[src/rtl/onehot_dec_pkg.sv]
// Shared types and sizes for the 3-to-8 one-hot decoder with handshakes.
package onehot_dec_pkg;

    localparam int IDX_W = 3;
    localparam int OUT_W = 8;

    typedef enum logic [1:0] {
        IDLE  = 2'b00,
        DRIVE = 2'b01,
        HOLD  = 2'b10
    } state_e;

    function automatic logic [OUT_W-1:0] decode_idx(input logic [IDX_W-1:0] idx);
        logic [OUT_W-1:0] vec_v;
        vec_v      = {OUT_W{1'b0}};
        vec_v[idx] = 1'b1;
        return vec_v;
    endfunction

endpackage

[src/rtl/onehot_decoder_3x8_hs_dec_3x8.sv]
// Purely combinational index-to-one-hot decoder; "none" forces an all-zero vector.
module dec_3x8
    import onehot_dec_pkg::*;
(
    input  logic [IDX_W-1:0] code,
    input  logic             none,
    output logic [OUT_W-1:0] vec
);

    // Select between the decoded line and the empty vector
    always_comb begin
        vec = {OUT_W{1'b0}};
        if (none) begin
            vec = {OUT_W{1'b0}};
        end else begin
            vec = decode_idx(code);
        end
    end

endmodule

[src/rtl/onehot_decoder_3x8_hs.sv]
// Handshaked 3-to-8 one-hot regenerator: registers the decoded strobe, holds it a
// minimum time after the downstream accepts, and counts non-zero transfers.
module onehot_decoder_3x8_hs
    import onehot_dec_pkg::*;
#(
    parameter int MIN_HOLD = 2,
    parameter int CNT_W    = 8
) (
    input  logic             clk,
    input  logic             rst_n,
    input  logic             in_valid,
    output logic             in_ready,
    input  logic [IDX_W-1:0] in_code,
    input  logic             in_none,
    output logic             out_valid,
    input  logic             out_ready,
    output logic [OUT_W-1:0] out_onehot,
    output logic [CNT_W-1:0] xfer_cnt,
    input  logic             cnt_clr
);

    localparam int              HOLD_W    = 4;
    localparam logic [HOLD_W-1:0] HOLD_LOAD = (MIN_HOLD > 0) ? HOLD_W'(MIN_HOLD - 1) : {HOLD_W{1'b0}};
    localparam logic [HOLD_W-1:0] HOLD_ONE  = HOLD_W'(1);
    localparam logic [CNT_W-1:0]  CNT_MAX   = {CNT_W{1'b1}};
    localparam logic [CNT_W-1:0]  CNT_ONE   = CNT_W'(1);

    state_e              state_r;
    state_e              next_state_s;
    logic [HOLD_W-1:0]   hold_cnt_r;
    logic [OUT_W-1:0]    dec_vec_s;
    logic                in_xfer_s;
    logic                out_xfer_s;

    dec_3x8 u_dec (
        .code (in_code),
        .none (in_none),
        .vec  (dec_vec_s)
    );

    assign in_ready   = (state_r == IDLE);
    assign in_xfer_s  = in_valid & in_ready;
    // out_ready is only meaningful while a vector is being offered
    assign out_xfer_s = out_valid & out_ready & (state_r == DRIVE);

    // Next-state decode
    always_comb begin
        next_state_s = state_r;
        case (state_r)
            IDLE: begin
                if (in_xfer_s) begin
                    next_state_s = DRIVE;
                end else begin
                    next_state_s = IDLE;
                end
            end
            DRIVE: begin
                if (out_xfer_s) begin
                    next_state_s = (MIN_HOLD == 0) ? IDLE : HOLD;
                end else begin
                    next_state_s = DRIVE;
                end
            end
            HOLD: begin
                if (hold_cnt_r == {HOLD_W{1'b0}}) begin
                    next_state_s = IDLE;
                end else begin
                    next_state_s = HOLD;
                end
            end
            default: next_state_s = IDLE;
        endcase
    end

    // State register
    always_ff @(posedge clk or negedge rst_n) begin
        if (!rst_n) begin
            state_r <= IDLE;
        end else begin
            state_r <= next_state_s;
        end
    end

    // Output vector, valid flag and hold timer
    always_ff @(posedge clk or negedge rst_n) begin
        if (!rst_n) begin
            out_valid  <= 1'b0;
            out_onehot <= {OUT_W{1'b0}};
            hold_cnt_r <= {HOLD_W{1'b0}};
        end else begin
            case (state_r)
                IDLE: begin
                    if (in_xfer_s) begin
                        out_onehot <= dec_vec_s;
                        out_valid  <= 1'b1;
                    end else begin
                        out_onehot <= {OUT_W{1'b0}};
                        out_valid  <= 1'b0;
                    end
                end
                DRIVE: begin
                    if (out_xfer_s) begin
                        out_valid <= 1'b0;
                        if (MIN_HOLD == 0) begin
                            out_onehot <= {OUT_W{1'b0}};
                        end else begin
                            hold_cnt_r <= HOLD_LOAD;
                        end
                    end
                end
                HOLD: begin
                    if (hold_cnt_r == {HOLD_W{1'b0}}) begin
                        out_onehot <= {OUT_W{1'b0}};
                    end else begin
                        hold_cnt_r <= hold_cnt_r - HOLD_ONE;
                    end
                end
                default: begin
                    out_valid  <= 1'b0;
                    out_onehot <= {OUT_W{1'b0}};
                    hold_cnt_r <= {HOLD_W{1'b0}};
                end
            endcase
        end
    end

    // Saturating count of non-empty output transfers; clear has priority
    always_ff @(posedge clk or negedge rst_n) begin
        if (!rst_n) begin
            xfer_cnt <= {CNT_W{1'b0}};
        end else if (cnt_clr) begin
            xfer_cnt <= {CNT_W{1'b0}};
        end else if (out_xfer_s && (out_onehot != {OUT_W{1'b0}}) && (xfer_cnt != CNT_MAX)) begin
            xfer_cnt <= xfer_cnt + CNT_ONE;
        end
    end

endmodule

[config.mk]
export PLATFORM = sky130hd
export DESIGN_NAME = onehot_decoder_3x8_hs
export DESIGN_NICKNAME = d
export VERILOG_FILES = /design/src/rtl/onehot_dec_pkg.sv /design/src/rtl/onehot_decoder_3x8_hs_dec_3x8.sv /design/src/rtl/onehot_decoder_3x8_hs.sv
export SDC_FILE = /design/constraint.sdc
export NUM_CORES = 1
export LEC_CHECK = 0
export CORE_UTILIZATION = 49
export DETAILED_ROUTE_END_ITERATION = 12
export PLACE_DENSITY = 0.78
export SLEW_MARGIN = 20
export SYNTH_ARGS = -nofsm -noshare
export SYNTH_HDL_FRONTEND = slang
export SYNTH_SLANG_ARGS = --single-unit
export TNS_END_PERCENT = 20
[constraint.sdc]
create_clock -name clk -period 2.4 [get_ports clk]
set_input_delay 0.48 -clock clk [delete_from_list [all_inputs] [get_ports clk]]
set_output_delay 0.48 -clock clk [all_outputs]
set_load 0.05 [all_outputs]
Word level (Yosys, flattened, before mapping)
Index checks and enable logic that the tools add are counted.

cells by class
  add/subtract/negate cells = 2
  $lt $le $gt $ge = 2
  eq/ne operators = 6
  multiplexer cells = 18
  bitwise operators = 6
  reduce and logical (&&, ||, !) cells = 10

operators by type and width
  kind                                                                   number
  8-bit 2-to-1 mux                                                       5
  8-bit case mux with 3 select lines                                     1
  4-bit case mux with 3 select lines                                     1
  8-bit by 1-bit adder with 8-bit output, second input constant          1
  4-bit 2-to-1 mux                                                       2
  8-bit != test, second input constant                                   1
  8-bit nonzero test                                                     1
  2-bit != test, second input constant                                   3
  2-bit case mux with 3 select lines                                     1
  4-bit zero test                                                        1
  3-bit by 4-bit < comparator with 1-bit output, second input constant   1
  1-bit 2-to-1 mux                                                       4
  2-bit 2-to-1 mux                                                       2
  2-bit AND reduction                                                    2
  4-bit by 1-bit subtractor with 4-bit output, second input constant     1
  1-bit bitwise AND                                                      3
  1-bit demux with 3-bit select                                          1
  3-bit by 1-bit >= comparator with 1-bit output, second input constant  1
  1-bit logical AND                                                      3
  1-bit NOT                                                              3
  1-bit case mux with 3 select lines                                     1
  3-bit AND reduction                                                    1
  2-bit by 1-bit equality test with 1-bit output, second input constant  1
  2-bit equality test, second input constant                             1
  2 further kinds                                                        2

storage, ports and cells
  flip-flop bits (word level) = 23
  bits of input ports = 9
  output and inout bits = 18
  logic and storage cells = 49

Logic depth before layout (Yosys ltp)
  depth in word-level cells = 7
  gate-level depth with buffers = 7
  depth with buffers taken out = 6

By module
A second synthesis with hierarchy kept.

unflattened totals
  cells, all modules = 138
  area, all modules = 1,297.5 um2

modules (own cells, without submodules)
  module                 instances  cells an instance  area an instance (um2)  seq. area each (um2)
  onehot_decoder_3x8_hs  1          130                1,216.2                 575.6
  dec_3x8                1          8                  81.3                    0.0

Worst setup path before layout
Ideal clock, no wire load.

  path kind = register to register
  from = reg out_valid
  to = reg hold_cnt_r[2]
  library setup time = 0.066 ns
  arrival = 1.789 ns
  required time = 2.334 ns
  setup slack = 0.545 ns
  cell stages (with the launch flop) = 5
  buffers on the path = 0
  period minus slack after synthesis = 1.855 ns
  path through = dfrtp_1 -> nand2_1 -> a221o_2 -> or4b_1 -> nand2_1

on the way
  longest elaborated chain between the ends = 4

RTL lines
  what                                  line                          text
  from (decl)                           onehot_decoder_3x8_hs.sv:15   output logic out_valid,
  from (signal assigned)                onehot_decoder_3x8_hs.sv:87   out_valid <= 1'b0;
  from (signal assigned)                onehot_decoder_3x8_hs.sv:95   out_valid <= 1'b1;
  from (signal assigned)                onehot_decoder_3x8_hs.sv:98   out_valid <= 1'b0;
  1-bit bitwise AND (2 in a row)        onehot_decoder_3x8_hs.sv:44   assign out_xfer_s = out_valid & out_ready & (state_r == DRIVE);
  2-bit != test (no source line)        -
  3-bit AND reduction (no source line)  -
  to (signal assigned)                  onehot_decoder_3x8_hs.sv:89   hold_cnt_r <= {HOLD_W{1'b0}};
  to (signal assigned)                  onehot_decoder_3x8_hs.sv:115  hold_cnt_r <= hold_cnt_r - HOLD_ONE;
  to (signal assigned)                  onehot_decoder_3x8_hs.sv:121  hold_cnt_r <= {HOLD_W{1'b0}};
  to (decl)                             onehot_decoder_3x8_hs.sv:30   logic [HOLD_W-1:0] hold_cnt_r;

Every way passes these cells.
A chain may end at the register's enable or synchronous reset.

Worst setup path after layout
  from = reg xfer_cnt[2]
  to = out xfer_cnt[2]

RTL lines
  what                    line                          text
  from (decl)             onehot_decoder_3x8_hs.sv:18   output logic [CNT_W-1:0] xfer_cnt,
  from (signal assigned)  onehot_decoder_3x8_hs.sv:130  xfer_cnt <= {CNT_W{1'b0}};
  from (signal assigned)  onehot_decoder_3x8_hs.sv:132  xfer_cnt <= {CNT_W{1'b0}};
  from (signal assigned)  onehot_decoder_3x8_hs.sv:134  xfer_cnt <= xfer_cnt + CNT_ONE;

No word-level cell between the ends.

==> results summary <==
Based on the critical path, the design can be clocked at up to 0.464 GHz. The first detailed-routing pass ran for 4 iterations. The average detailed-routed wire length per instance came out at 14.1 um. In the global route stage, overall resource usage came out at 0.218. The total die area is 0.00276 mm2. The number of slew-limit violations in the final report is 0.

The total global routing overflow is 0. The die outline height came out at 52.6 um. In the post-synthesis netlist, the biggest area contributors are sky130_fd_sc_hd__dfrtp_1, sky130_fd_sc_hd__ha_1, sky130_fd_sc_hd__o31ai_1, sky130_fd_sc_hd__nand2_1, sky130_fd_sc_hd__a21oi_1. For the worst setup path, the data required time is 1.92 ns. The worst setup path is launched from a flop.

In this run the static leakage power is 0.651 nW. After synthesis the netlist holds a flip-flop and latch count of 23. Setup repair after global routing left no endpoint under its margin. Among all cell types in the netlist, the one instantiated most often is sky130_fd_sc_hd__dfrtp_1. The combinational share of power came out at 0.431. The via count of the first global-routing pass is 1,000. The cell area that synthesis handed to floorplanning was 0.00125 mm2. In the finished design, the share of the clock period the worst path needs comes to 0.898. The number of instances in the synthesized netlist is 130. The first global-routing pass estimated 4390 um of wire.

The type of element capturing the critical path is an output pin. For this design the top-level I/O count stands at 27. For this run, the register share of the synthesized area comes to 0.460. Measured against its own limit, the worst slew margin works out to 0.663.

The biggest cell delay along the critical path is 0.85 ns. The number of design-rule violations left by the first detailed-router iteration is 22. The slowest stage of the critical path is the sky130_fd_sc_hd__clkdlybuf4s50_1 cell.

The critical path is of the reg -> out type. The average instance area after synthesis came out at 9.63 um2. The share of flip-flops with an asynchronous set or reset is 1.00. After routing the design area is 0.00155 mm2. The clock reaches the later pin of the worst-skew pair after 0.31 ns. sky130_fd_sc_hd__dfrtp_1 takes more of the synthesized area than any other cell.

Among all flip-flop cells after synthesis, the most frequent one is sky130_fd_sc_hd__dfrtp_1. The path class of the tightest hold or removal check is in -> async. The die boundary width is 52.6 um.

The total number of vias came out at 1,090. The share of total power dissipated in the clock network is 0.156. The count of inserted antenna diode cells came out at 0. The via density per instance came out at 5.92. The net switching fraction of the power is 0.415. The area inside the core boundary came out at 0.00232 mm2. Counting every sink on the clock net gives 23. CTS placed an instance of sky130_fd_sc_hd__clkbuf_4 at the clock tree root. The number of placement rows is 17. The time the final worst path needs with I/O delays and setup came out at 2.15 ns. The run finished with clean final reports.

The filler cell count came out at 198. The worst IR drop on VDD is 0.693 mV. The placer congestion estimate came out at 0.857.

The critical path goes through clkdlybuf4s50_1. The count of endpoints failing hold in the final timing report is 0. The share of Yosys cell area claimed by the top area cell type is 0.460. The number of synthesis warnings came out at 0. The final HPWL from detailed placement came out at 1910 um. The pin count of the biggest net entering global routing is 24. The share of the core filled with cells in the final layout is 0.669.

The power density over the cells is 739 mW/mm2. The sequential share of power came out at 0.412. The worst clock skew on the final layout is 0.00300 ns.

The post-route DRC violation count is 0. The internal power came out at 0.670 mW. In the final layout, flip-flops and latches occupy 576 um2. In this design, the largest share of critical-path delay is due to buffers and inverters. The count of distinct cell types in the synthesized netlist came out at 34.

The max-cap check violation count came out at 0. The data arrival time of the critical path is 1.67 ns. The number of buffer cells added on primary ports is 26. CTS built an H-tree with a depth of 1. Hold repair after CTS inserted 0 buffers. The setup TNS came out at 0 ns. Summed over all nets, the switching power comes to 0.476 mW. The total area of multi-input combinational cells came out at 624 um2. The synthesized net count is 146. Summing all placed instances gives a cell area of 0.00152 mm2.

The count of buffer and inverter cells on the critical path came out at 1. TritonCTS built the clock tree. The setup violation total in the final timing report came out at 0. The initial antenna violation count is 0. Counting the buffers created by CTS gives 3. The clock slew at the register clock pins of the worst setup and hold paths is 0.12 ns. After synthesis, the most frequently instantiated cells are sky130_fd_sc_hd__dfrtp_1, sky130_fd_sc_hd__nand2_1, sky130_fd_sc_hd__o31ai_1, sky130_fd_sc_hd__a21oi_1. For this configuration, the core starts out at a cell density of 0.540. The final-stage net count came out at 173. The detail route stage leaves a number of antenna-violating nets equal to 0.

The number of enable flip-flop cells after synthesis is 0. The deepest clock path buffer count came out at 2. Of all nets on the critical path, the largest fanout is 10. The wire length after detailed routing is 2590 um.

Of the cells placed in the final design, the portion with a size suffix greater than 1 is 0.0641. The synthesis-to-finish area growth came out at 23.8%. The transition time of the tightest slew-check pin is 0.504 ns.
[area by class of cell]
| class | count | share of cell area |
|---|---|---|
| clock buffers | 4 | 0.0169 |
| inverters | 5 | 0.0121 |
| multi-input cells | 97 | 0.403 |
| well taps | 28 | 0.0226 |
| flip-flops and latches | 23 | 0.371 |
| repair buffers | 27 | 0.174 |
[path summary, 6_finish.rpt]
| check | start | end | slack, ns | cells past startpoint |
|---|---|---|---|---|
| setup / recovery | xfer_cnt[2]$_DFFE_PN0P_ | xfer_cnt[2] | 0.25 | 1 |
| hold / removal | rst_n | out_onehot[5]$_DFFE_PN0P_ | 0.50 | 2 |
| setup reg to reg | state_r[1]$_DFF_PN0_ | xfer_cnt[3]$_DFFE_PN0P_ | 0.43 | 6 |
| hold reg to reg | out_onehot[2]$_DFFE_PN0P_ | out_onehot[2]$_DFFE_PN0P_ | 0.52 | 2 |
| max in group asynchronous | rst_n | hold_cnt_r[2]$_DFFE_PN0P_ | 1.68 | 2 |
| min in group clk | out_onehot[2]$_DFFE_PN0P_ | out_onehot[2]$_DFFE_PN0P_ | 0.52 | 2 |
[metal layers]
layer	global-route usage	wire length (um)
met1	0.278	1210
met3	0.0638	131
met2	0.361	1230
met5	0	0
met4	0.0526	17
[cells in the final DEF (no fill, tap or decap), drive strengths merged, types with 3 or more instances in the layout]
master	instances
inv	5
o31ai	11
nand2	19
dfrtp	23
a21oi	10
o21ai	7
nand3	5
ha	7
nand2b	4
clkdlybuf4s50	25
clkbuf	4
nor2	6
or4	4
or3	3
[power by group through the flow]
stage	sequential [mW]	combinational, mW	clock [mW]
CTS	0.473	0.498	0.183
global route	0.479	0.544	0.197
floorplan	0.525	0.329	0
finish	0.472	0.494	0.179
detailed placement	0.480	0.496	0
global placement	0.477	0.484	0
[kinds of logic after synthesis]
family | count (synthesis) | synth area share
DFF | 23 | 0.460
muxes | 1 | 0.00799
and+or+nand+nor | 50 | 0.214
adders and majority gates | 7 | 0.0699
AOI/OAI and AO/OA | 39 | 0.207
buffers and inverters | 10 | 0.0420
[worst reg2reg max path, stage by stage (launching register included)]
cell	delay [ns]
sky130_fd_sc_hd__dfrtp_1	0.42
sky130_fd_sc_hd__inv_1	0.09
sky130_fd_sc_hd__ha_1	0.30
sky130_fd_sc_hd__nand3_2	0.14
sky130_fd_sc_hd__a21o_1	0.27
sky130_fd_sc_hd__or4_1	0.53
sky130_fd_sc_hd__a21oi_1	0.15
[through the flow]
stage               hold slack, ns  power [mW]  std cells  setup WS (ns)
floorplan                    0.184       0.854        130          0.545
global placement             0.490       0.961        180          0.257
detailed placement           0.499       0.977        180          0.207
CTS                          0.508        1.15        184         0.0819
global route                 0.545        1.22        184          0.163
finish                       0.500        1.15        184          0.245
[repair_timing]
| action | CTS | global route |
|---|---|---|
| resized for setup | 0 | 1 |
| endpoints found under the setup margin | 0 | 1 |
| buffers inserted | 0 | 0 |
[state kept, by name, indices dropped and copies added, names as in the netlist]
name and flops:
xfer_cnt 8, out_valid 1, out_onehot 8, state_r 2
hold_cnt_r 4
Power figures use the tool's default switching activity.
